<file path="src/rtl/mpu_check_arb.sv">
// MPU check arbiter: grants fetch or LSU, issues one MPU check at a time, returns the verdict.
// Define MPU_ARB_FAULT_LOG_EN to add a sticky first-fault log (fault_valid/addr/cause, fault_clr).

package mpu_check_arb_pkg;
    typedef enum logic [1:0] {
        PRIV_U = 2'b00,
        PRIV_S = 2'b01,
        PRIV_M = 2'b11
    } priv_e;
endpackage

module mpu_check_arb
    import mpu_check_arb_pkg::*;
#(
    parameter int unsigned STARVE_LIMIT = 4,
    parameter int unsigned MPU_LAT      = 1
) (
    input  logic        clk,
    input  logic        rst,
    input  priv_e       cur_priv,

    input  logic        if_req_valid,
    input  logic [31:0] if_req_addr,
    output logic        if_req_ready,
    output logic        if_rsp_valid,
    output logic        if_rsp_allow,

    input  logic        lsu_req_valid,
    input  logic [31:0] lsu_req_addr,
    input  logic        lsu_req_we,
    output logic        lsu_req_ready,
    output logic        lsu_rsp_valid,
    output logic        lsu_rsp_allow,

`ifdef MPU_ARB_FAULT_LOG_EN
    output logic        fault_valid,
    output logic [31:0] fault_addr,
    output logic [1:0]  fault_cause,
    input  logic        fault_clr,
`endif

    output logic [31:0] mpu_addr,
    output logic        mpu_is_fetch,
    output logic        mpu_is_load,
    output logic        mpu_is_store,
    output priv_e       mpu_priv,
    input  logic        mpu_allow
);

    localparam int unsigned StarveW = (STARVE_LIMIT > 0) ? $clog2(STARVE_LIMIT + 1) : 1;
    localparam int unsigned LatW    = (MPU_LAT > 1) ? $clog2(MPU_LAT) : 1;
    localparam logic [StarveW-1:0] StarveMax = StarveW'(STARVE_LIMIT);
    localparam logic [LatW-1:0]    LatLast   = LatW'(MPU_LAT - 1);

    typedef enum logic [1:0] {
        StIdle,
        StIssue,
        StWait
    } state_e;

    // Access type; encoding doubles as the fault cause code.
    typedef enum logic [1:0] {
        AccNone  = 2'b00,
        AccExec  = 2'b01,
        AccLoad  = 2'b10,
        AccStore = 2'b11
    } acc_e;

    state_e             state_q, state_d;
    acc_e               acc_q;
    logic [31:0]        addr_q;
    priv_e              priv_q;
    logic [StarveW-1:0] starve_q;
    logic [LatW-1:0]    lat_cnt_q;
    logic               if_rsp_valid_q, if_rsp_allow_q;
    logic               lsu_rsp_valid_q, lsu_rsp_allow_q;
    logic               if_wins, grant, wait_done;

    assign if_wins   = if_req_valid && (!lsu_req_valid || (starve_q == StarveMax));
    assign grant     = if_req_ready || lsu_req_ready;
    assign wait_done = (state_q == StWait) && (lat_cnt_q == LatLast);

    always_ff @(posedge clk) begin
        if (rst) begin
            state_q <= StIdle;
        end else begin
            state_q <= state_d;
        end
    end

    always_comb begin
        state_d = state_q;
        unique case (state_q)
            StIdle:  if (if_req_valid || lsu_req_valid) state_d = StIssue;
            StIssue: state_d = StWait;
            StWait:  if (wait_done) state_d = StIdle;
            default: state_d = StIdle;
        endcase
    end

    always_comb begin
        if_req_ready  = 1'b0;
        lsu_req_ready = 1'b0;
        mpu_is_fetch  = 1'b0;
        mpu_is_load   = 1'b0;
        mpu_is_store  = 1'b0;
        unique case (state_q)
            StIdle: begin
                // Gated by rst so no grant can land in a reset cycle.
                if_req_ready  = !rst && if_wins;
                lsu_req_ready = !rst && lsu_req_valid && !if_wins;
            end
            StIssue: begin
                mpu_is_fetch = (acc_q == AccExec);
                mpu_is_load  = (acc_q == AccLoad);
                mpu_is_store = (acc_q == AccStore);
            end
            default: ;
        endcase
    end

    always_ff @(posedge clk) begin
        if (rst) begin
            addr_q          <= '0;
            priv_q          <= PRIV_M;
            acc_q           <= AccNone;
            starve_q        <= '0;
            lat_cnt_q       <= '0;
            if_rsp_valid_q  <= 1'b0;
            if_rsp_allow_q  <= 1'b0;
            lsu_rsp_valid_q <= 1'b0;
            lsu_rsp_allow_q <= 1'b0;
        end else begin
            if_rsp_valid_q  <= 1'b0;
            lsu_rsp_valid_q <= 1'b0;

            if (grant) begin
                addr_q <= if_req_ready ? if_req_addr : lsu_req_addr;
                priv_q <= cur_priv;
                if (if_req_ready) begin
                    acc_q <= AccExec;
                end else if (lsu_req_we) begin
                    acc_q <= AccStore;
                end else begin
                    acc_q <= AccLoad;
                end
            end

            // Only losses while IF is actually waiting count toward starvation.
            if (if_req_ready) begin
                starve_q <= '0;
            end else if (lsu_req_ready && if_req_valid && (starve_q != StarveMax)) begin
                starve_q <= starve_q + StarveW'(1);
            end

            if (state_q == StIssue) begin
                lat_cnt_q <= '0;
            end else if (state_q == StWait) begin
                lat_cnt_q <= lat_cnt_q + LatW'(1);
            end

            if (wait_done) begin
                if (acc_q == AccExec) begin
                    if_rsp_valid_q <= 1'b1;
                    if_rsp_allow_q <= mpu_allow;
                end else begin
                    lsu_rsp_valid_q <= 1'b1;
                    lsu_rsp_allow_q <= mpu_allow;
                end
            end
        end
    end

    assign mpu_addr      = addr_q;
    assign mpu_priv      = priv_q;
    assign if_rsp_valid  = if_rsp_valid_q;
    assign if_rsp_allow  = if_rsp_allow_q;
    assign lsu_rsp_valid = lsu_rsp_valid_q;
    assign lsu_rsp_allow = lsu_rsp_allow_q;

`ifdef MPU_ARB_FAULT_LOG_EN
    logic        fault_valid_q;
    logic [31:0] fault_addr_q;
    logic [1:0]  fault_cause_q;
    logic        fault_new;

    assign fault_new = wait_done && !mpu_allow;

    // A clear in the same cycle as a new fault lets the new fault through.
    always_ff @(posedge clk) begin
        if (rst) begin
            fault_valid_q <= 1'b0;
            fault_addr_q  <= '0;
            fault_cause_q <= '0;
        end else if (fault_new && (!fault_valid_q || fault_clr)) begin
            fault_valid_q <= 1'b1;
            fault_addr_q  <= addr_q;
            fault_cause_q <= acc_q;
        end else if (fault_clr) begin
            fault_valid_q <= 1'b0;
        end
    end

    assign fault_valid = fault_valid_q;
    assign fault_addr  = fault_addr_q;
    assign fault_cause = fault_cause_q;
`endif

endmodule

</file>
<file path="config.mk">
export PLATFORM = sky130hd
export DESIGN_NAME = mpu_check_arb
export DESIGN_NICKNAME = d
export VERILOG_FILES = /design/src/rtl/mpu_check_arb.sv
export SDC_FILE = /design/constraint.sdc
export NUM_CORES = 1
export LEC_CHECK = 0
export BUFFER_PORTS_ARGS = -buffer_cell sky130_fd_sc_hd__buf_2
export CELL_PAD_IN_SITES_DETAIL_PLACEMENT = 2
export CELL_PAD_IN_SITES_GLOBAL_PLACEMENT = 2
export CORE_MARGIN = 4
export CORE_UTILIZATION = 24
export CTS_BUF_LIST = sky130_fd_sc_hd__clkbuf_8
export DETAILED_ROUTE_END_ITERATION = 16
export GPL_TIMING_DRIVEN = 0
export PLACE_DENSITY_LB_ADDON = 0.05
export SETUP_SLACK_MARGIN = 0.1
export SYNTH_ARGS = -nofsm -noshare
export SYNTH_HDL_FRONTEND = slang
export SYNTH_SLANG_ARGS = --single-unit
</file>
<file path="constraint.sdc">
create_clock -name clk -period 2.1 [get_ports clk]
set_input_delay 0.315 -clock clk [delete_from_list [all_inputs] [get_ports clk]]
set_output_delay 0.315 -clock clk [all_outputs]
set_load 0.02 [all_outputs]
</file>
Word-level counts from Yosys, hierarchy flattened
Index checks and enable logic that the tools add are counted.
Word-level totals
  flip-flop bits (word level): 46
  bits in latches: 0
  bits in writable memories: 0
  memory bits (read-only): 0
  input port bits: 72
  output and inout port bits: 43
  logic and storage cells: 57
  memories kept: 0
Operators by class
  add/subtract/negate cells: 2
  multipliers: 0
  div/mod/pow operators: 0
  $lt $le $gt $ge: 0
  equality and inequality tests: 9
  shift operators: 0
  mux-type cells: 13
  bitwise logic cells: 3
  reduce and logical (&&, ||, !) cells: 20
Operators with widths (count)
  32-bit 2-to-1 mux: 1
  1-bit 2-to-1 mux: 8
  1-bit logical AND: 7
  2-bit equality test, second input constant: 3
  2-bit 2-to-1 mux: 3
  2-bit one-hot mux with 3 select lines: 1
  2-bit AND reduction: 3
  2-bit OR reduction: 3
  2-bit by 1-bit equality test with 1-bit output, second input constant: 2
  2-bit inequality test, second input constant: 2
  3-bit by 1-bit adder with 3-bit output, second input constant: 1
  3-bit equality test, second input constant: 1
  1-bit zero test: 3
  1-bit logical OR: 3
  3-bit inequality test, second input constant: 1
  1-bit inverter: 3
  2-bit zero test: 1
  1-bit adder, second input constant: 1

Longest topological paths before layout
Gate-level depths: netlist of the first run.
  depth after elaboration: 8
  mapped depth: 7
  depth with buffers taken out: 5

Worst setup path before layout of the first run
Ideal clock, no wire load.
  kind: register -> output
  start: register state_q[0]
  end: output if_req_ready
  arrival: 1.410 ns
  data required time: 1.785 ns
  setup slack: 0.375 ns
  cell stages (with the launch flop): 5
  path buffers: 2
  cells stage by stage: dfxtp_1 buf_6 or4b_4 buf_6 nor2_1
Between the ends
  cells in the longest elaborated chain, start to end: 2
Ends and longest elaborated chain
  start, declared: RTL line 69  | state_e state_q, state_d;
  start signal, assigned: RTL line 85  | state_q <= StIdle;
  start signal, assigned: RTL line 87  | state_q <= state_d;
  2-bit zero test: RTL line 107  | unique case (state_q)
  1-bit 2-to-1 mux: RTL line 107
  end, declared: RTL line 24  | output logic if_req_ready,
Every way passes these cells.

Final worst setup path of the first run
  start: register state_q[1]
  end: output if_req_ready
Same word-level chain as after synthesis.

==> results.txt, run 1 <==
status - complete, no violations
Area Overhead vs Synth - 46.42%
post-synthesis mux area share - 0
PD cells - 719.0 mW/mm2
dpl cell area - 0.002783 mm2
core area - 0.008341 mm2
Relative slew margins - 0.4733
CTS Root Cell - clkbuf_8
Mean Syn Cell Area - 7.972 um2
sequential element share of the synthesized area - 0.4426
hold slack final - 0.2420 ns
Synth Area in Compound Gates - 0.1251
most frequent cells in the layout - 113 x buf_2, 64 x nor3_1, 44 x dfxtp_1
#FFs+latches synth - 46
synth unique cells - 33
CP Depth - 5
TritonCTS Buffers - 5
Post-DP HPWL - 6397 um
via-per-instance ratio - 5.038
DIE AREA - 0.01022 mm2
RSZ-0062 raised after global routing - true
drt pass-1 iters - 4
most common cell after layout, fill and taps aside - buf_2
Die Width - 101.1 um
CP top delay family - simple AND/OR/NAND/NOR gates
Chip Height - 101.1 um
crit end category - primary output
first-pass GRT wire length - 13690 um
Clk pin slew, worst setup/hold paths - 0.09 ns
critical path arrival - 1.67 ns
Synth Area in XOR/XNOR - 0.004209
largest net degree at the start of global routing - 14
Max Slew Vio Count - 0
Cell Chain, Critical Path - buf_6 -> or4b_4 -> buf_8 -> nor2_4 -> buf_6
clock tree buffer depth - 2
Post-Synthesis Cells - 261
pin slew with the least headroom to its limit - 0.7840 ns
slowest stage cell, crit path - or4b_4
Site Rows - 33
WL/cell - 17.56 um
non-filler instance count after layout - 497
CP dominant cell by count - buf_6
Final TNS setup - 0 ns
top cells by area, synth - dfxtp_1 44%, nor3_1 16%, nor4_1 9.6%
crit path time final - 1.984 ns
vias in the first global route - 2758
# setup viols final - 0
path type of the worst min-delay path - in -> reg
Clock Skews - 0.006455 ns
Final ANT Viol Nets - 0
crit path kind - reg -> out
final hold vios - 0
Mapped Area - 0.002081 mm2
Overflow after GRT - 0
initial core utilization - 0.2495
Top FF cell, synth - dfxtp_1
crit-path max cell delay - 0.55 ns
Synth area leader - dfxtp_1
pre-CTS WS - -0.2399 ns
drt initial violations - 41
R2R depth - 7
DR DRC count - 0
largest family of logic cells by synthesized area - simple AND/OR/NAND/NOR gates
routability-driven placement congestion ratio - 0.7290
DRT Wirelength - 8726 um
Startpoint Class - register
Peak VDD IR - 205.0 uV
crit path buf inv count - 3
latest clock arrival within the worst-skew pair - 0.30 ns
clk sinks - 46
Synth Area in Simple Gates - 0.3500
CTS tree - yes
Yosys top cell area share - 0.4426
n_diodes - 0
Worst EP required - 1.78 ns
FMAX - 0.5042 GHz
I/O Pins - 115
layout cell share with drive strength beyond 1 - 0.4082
CP max FO - 6
yosys warns - 0
Cells after DPL - 480
Final #Nets - 465
# port buffers - 114
period utilization - 0.9445
worst setup slack after layout - 0.1165 ns
post-synth net total - 335
design area - 0.003047 mm2
Post-Synth Adder-Cell Area - 0.01203
routed via count - 2504
Max Cap Viol - 0
initial antenna violation count - 0
Global Route Usage Sum - 0.1686
number of synthesized flops with an enable pin - 0
Leak - 1.363 nW
share of flip-flops with an asynchronous set or reset - 0
number of fill cells - 1005
WHS Path Cells - 3
CTS Hold Bufs - 0
H-tree depth - 2
-- path summary, 6_finish.rpt --
check,from,to,slack (ns)
setup / recovery,state_q[1],if_req_ready,0.12
hold / removal,cur_priv[0],mpu_priv[0],0.24
setup reg to reg,state_q[1],mpu_addr[14],0.23
hold reg to reg,lsu_rsp_allow,lsu_rsp_allow,0.48
-- cell type report --
cell class	instances	area, um2	area share
inverters	3	11.26	0.003696
flip-flops and latches	46	923.4	0.3031
clock buffers	6	82.58	0.02710
repair buffers	125	665.6	0.2185
clock inverters	2	8.758	0.002875
multi-input cells	183	1065	0.3495
plain buffers	27	158.9	0.05216
well taps	105	131.4	0.04312
-- per-layer routing --
layer  part of all wire  global-route usage
met5                  0                   0
met4             0.0077             0.03681
met3              0.061             0.04152
met2               0.49              0.3078
met1               0.44              0.1982
-- what timing repair did --
item,4_1_cts,5_1_grt
resized for setup,18,28
endpoints found under the setup margin,32,33
pin swaps,1,1
buffers inserted,5,6
cloned,0,0
endpoints found under the hold margin,0,0
-- cell usage after synthesis (2+ instances only) --
cell type / count
nor3_1: 67
dfxtp_1: 46
a21oi_1: 37
nor4_1: 32
clkbuf_1: 23
nor2_1: 8
o21ai_0: 5
nand2_1: 4
nand3_1: 4
inv_1: 3
nor3b_1: 3
and3_1: 2
buf_1: 2
buf_2: 2
buf_6: 2
ha_1: 2
nand2b_1: 2
nand4_1: 2
-- flip-flops by register name (all words and copies together) (netlist names) --
name,cells
starve_q,3
lsu_rsp_valid,1
lsu_rsp_allow,1
if_rsp_allow,1
if_rsp_valid,1
lat_cnt_q,1
acc_q,2
state_q,2
mpu_priv,2
mpu_addr,32
-- where the power goes --
group,switching (mW),internal (mW)
Sequential,0.0482,0.964
Clock,0.313,0.262
Combinational,0.364,0.240
Total,0.725,1.47
-- worst register-to-register path, delay by kind of cell, from the launching register on --
family / cells / cell delay (ns)
buffers and inverters: 4 / 0.63
flip-flops: 1 / 0.33
AND/OR/NAND/NOR: 3 / 0.78
-- stage by stage --
| step | power (mW) | util |
|---|---|---|
| after floorplan | 1.358 | - |
| after global placement | 1.595 | 0.3336 |
| after detailed placement | 1.606 | 0.3336 |
| after CTS | 2.221 | 0.3560 |
| after global routing | 2.331 | 0.3653 |
| final | 2.190 | 0.3653 |
-- kinds of logic after synthesis --
kind of cell | after synthesis
flip-flops | 46
XOR/XNOR | 1
AND/OR/NAND/NOR | 132
AO/OA/AOI/OAI | 48
adder cells (fa/ha/maj) | 2
buffers and inverters | 32
No activity file was read; power rests on OpenSTA's default activity.
==> inputs of run 2 (changes only) <==
--- a/config.mk
+++ b/config.mk
@@ -9,8 +9,7 @@
 export CELL_PAD_IN_SITES_DETAIL_PLACEMENT = 2
 export CELL_PAD_IN_SITES_GLOBAL_PLACEMENT = 2
 export CORE_MARGIN = 4
-export CORE_UTILIZATION = 24
-export CTS_BUF_LIST = sky130_fd_sc_hd__clkbuf_8
+export CORE_UTILIZATION = 23
 export DETAILED_ROUTE_END_ITERATION = 16
 export GPL_TIMING_DRIVEN = 0
 export PLACE_DENSITY_LB_ADDON = 0.05
==> results.txt, run 2 (synthesis results as in run 1) <==
number of fill cells - 1059 (+5.4%)
DRT Wirelength - 8714 um (-0.14%)
area of the multi-input gates - 0.001069 mm2 (+0.35%)
DR DRC count - 0 (unchanged)
terminus of the critical flop-to-flop path - mpu_addr[28]
Cells after DPL - 483 (+0.63%)
slowest stage cell, crit path - or4b_4
crit path time final - 1.984 ns (+0.0009720 ns)
I/O Pins - 115 (unchanged)
Final ANT Viol Nets - 0 (unchanged)
TritonCTS Buffers - 5 (unchanged)
max FFs per register - 32 (unchanged)
Leak - 1.365 nW (+0.18%)
via-per-instance ratio - 4.976 (-1.2%)
FMAX - 0.5039 GHz (about the same)
Site Rows - 34 (+3.0%)
non-filler instance count after layout - 501 (+0.80%)
Peak VDD IR - 286.1 uV (+40%)
status - complete, no violations
Reg-to-Reg Start - state_q[1]
clock tree buffer depth - 2 (unchanged)
drt pass-1 iters - 4 (unchanged)
WL/cell - 17.39 um (-0.93%)
Worst Hold Launch - cur_priv[0]
R2R setup slack - 0.16 ns (-0.07 ns)
initial core utilization - 0.2374 (-0.01204)
critical path arrival - 1.67 ns (about the same)
vias in the first global route - 2753 (-0.18%)
Max Cap Viol - 0 (unchanged)
most frequent cells in the layout - 113 x buf_2, 64 x nor3_1, 44 x dfxtp_1
Die Width - 103.1 um (+2.0%)
CTS Root Cell - clkbuf_8
RSZ-0062 raised after global routing - true
DIE AREA - 0.01063 mm2 (+4.0%)
# setup viols final - 0 (unchanged)
Area Overhead vs Synth - 47.87%
R2R depth - 7 (unchanged)
crit-path max cell delay - 0.53 ns (-0.02 ns)
Post-DP HPWL - 6373 um (-0.38%)
H-tree depth - 2 (unchanged)
period utilization - 0.9450 (about the same)
first-pass GRT wire length - 13940 um (+1.9%)
Overflow after GRT - 0 (unchanged)
routability-driven placement congestion ratio - 0.7468 (+2.4%)
layout cell share with drive strength beyond 1 - 0.4020 (-0.006128)
final hold vios - 0 (unchanged)
hold endpoint - mpu_priv[0]
CTS tree - yes
Relative slew margins - 0.6449 (+0.1716)
crit path kind - reg -> out
Global Route Usage Sum - 0.1673 (-0.001276)
clk sinks - 46 (unchanged)
drt initial violations - 55 (+34%)
crit path from - state_q[0]
Chip Height - 103.1 um (+2.0%)
PD cells - 747.3 mW/mm2 (+3.9%)
most common cell after layout, fill and taps aside - buf_2
CTS Hold Bufs - 0 (unchanged)
crit end category - primary output
CP max FO - 10 (+4)
Final TNS setup - 0 ns (unchanged)
Final #Nets - 466 (+0.22%)
core area - 0.008763 mm2 (+5.1%)
Startpoint Class - register
Clock Skews - 0.006561 ns (+0.0001068 ns)
WHS Path Cells - 3 (unchanged)
Seq. cell area - 923.4 um2 (unchanged)
initial antenna violation count - 0 (unchanged)
n_diodes - 0 (unchanged)
Clk pin slew, worst setup/hold paths - 0.09 ns (about the same)
pin slew with the least headroom to its limit - 0.5297 ns (-0.2543 ns)
Max Slew Vio Count - 0 (unchanged)
latest clock arrival within the worst-skew pair - 0.30 ns (about the same)
path type of the worst min-delay path - in -> reg
CP dominant cell by count - buf_6
largest net degree at the start of global routing - 15 (+1)
# port buffers - 114 (unchanged)
routed via count - 2493 (-0.44%)
Cell Chain, Critical Path - buf_6 -> or4b_4 -> buf_8 -> nor2_4 -> buf_6
total power - 2.299 mW (+5.0%)
Worst EP required - 1.78 ns (about the same)
-- run 2: routing by layer --
layer	track usage	share of wire	wire, um
met5	0	0	0
met4	0.02988	0.0068	59
met3	0.03924	0.060	521
met2	0.2940	0.49	4233
met1	0.2103	0.45	3899
-- run 2: power breakdown --
part           internal, mW  leakage (nW)  total, mW  switching, mW
clock                 0.351        0.0579      0.681          0.329
combinational         0.241         0.924      0.605          0.363
sequential            0.964         0.383       1.01         0.0503
total                  1.56          1.37       2.30          0.743
-- run 2: cell type report --
type / instances / area share
clock inverters: 3 / 0.01301
well taps: 108 / 0.04392
repair buffers: 125 / 0.2204
clock buffers: 5 / 0.02237
flip-flops and latches: 46 / 0.3001
inverters: 3 / 0.003660
plain buffers: 28 / 0.04921
multi-input cells: 183 / 0.3473
-- run 2: critical path: cells and delay by family, from the launching register on --
kind	cells	cell delay [ns]
buffers and inverters	3	0.41
flip-flops	1	0.33
AND/OR/NAND/NOR	2	0.62
-- run 2: per-stage QoR --
step	utilization	setup WS, ns	hold WS, ns	instance area, um2
finish	0.3511	0.1155	0.2313	3077
global route	0.3511	0.04019	0.2534	3077
CTS	0.3408	0.02810	0.2156	2987
detailed placement	0.3180	-0.2471	0.4792	2786
global placement	0.3180	-0.2036	0.4630	2786
floorplan	-	0.3748	0.4454	2081
-- run 2: what timing repair did --
action	CTS	global route
pin swaps	1	3
setup endpoints to repair	32	32
resized for setup	19	14
setup buffers	4	7
-- run 2: worst max-delay path by stage --
stage,end,slack (ns)
4_1_cts,if_req_ready,0.03
3_5_place_dp,mpu_addr[6],-0.25
3_3_place_gp,mpu_addr[11],-0.20
2_1_floorplan,if_req_ready,0.37
6_report,if_req_ready,0.12
5_1_grt,if_req_ready,0.04
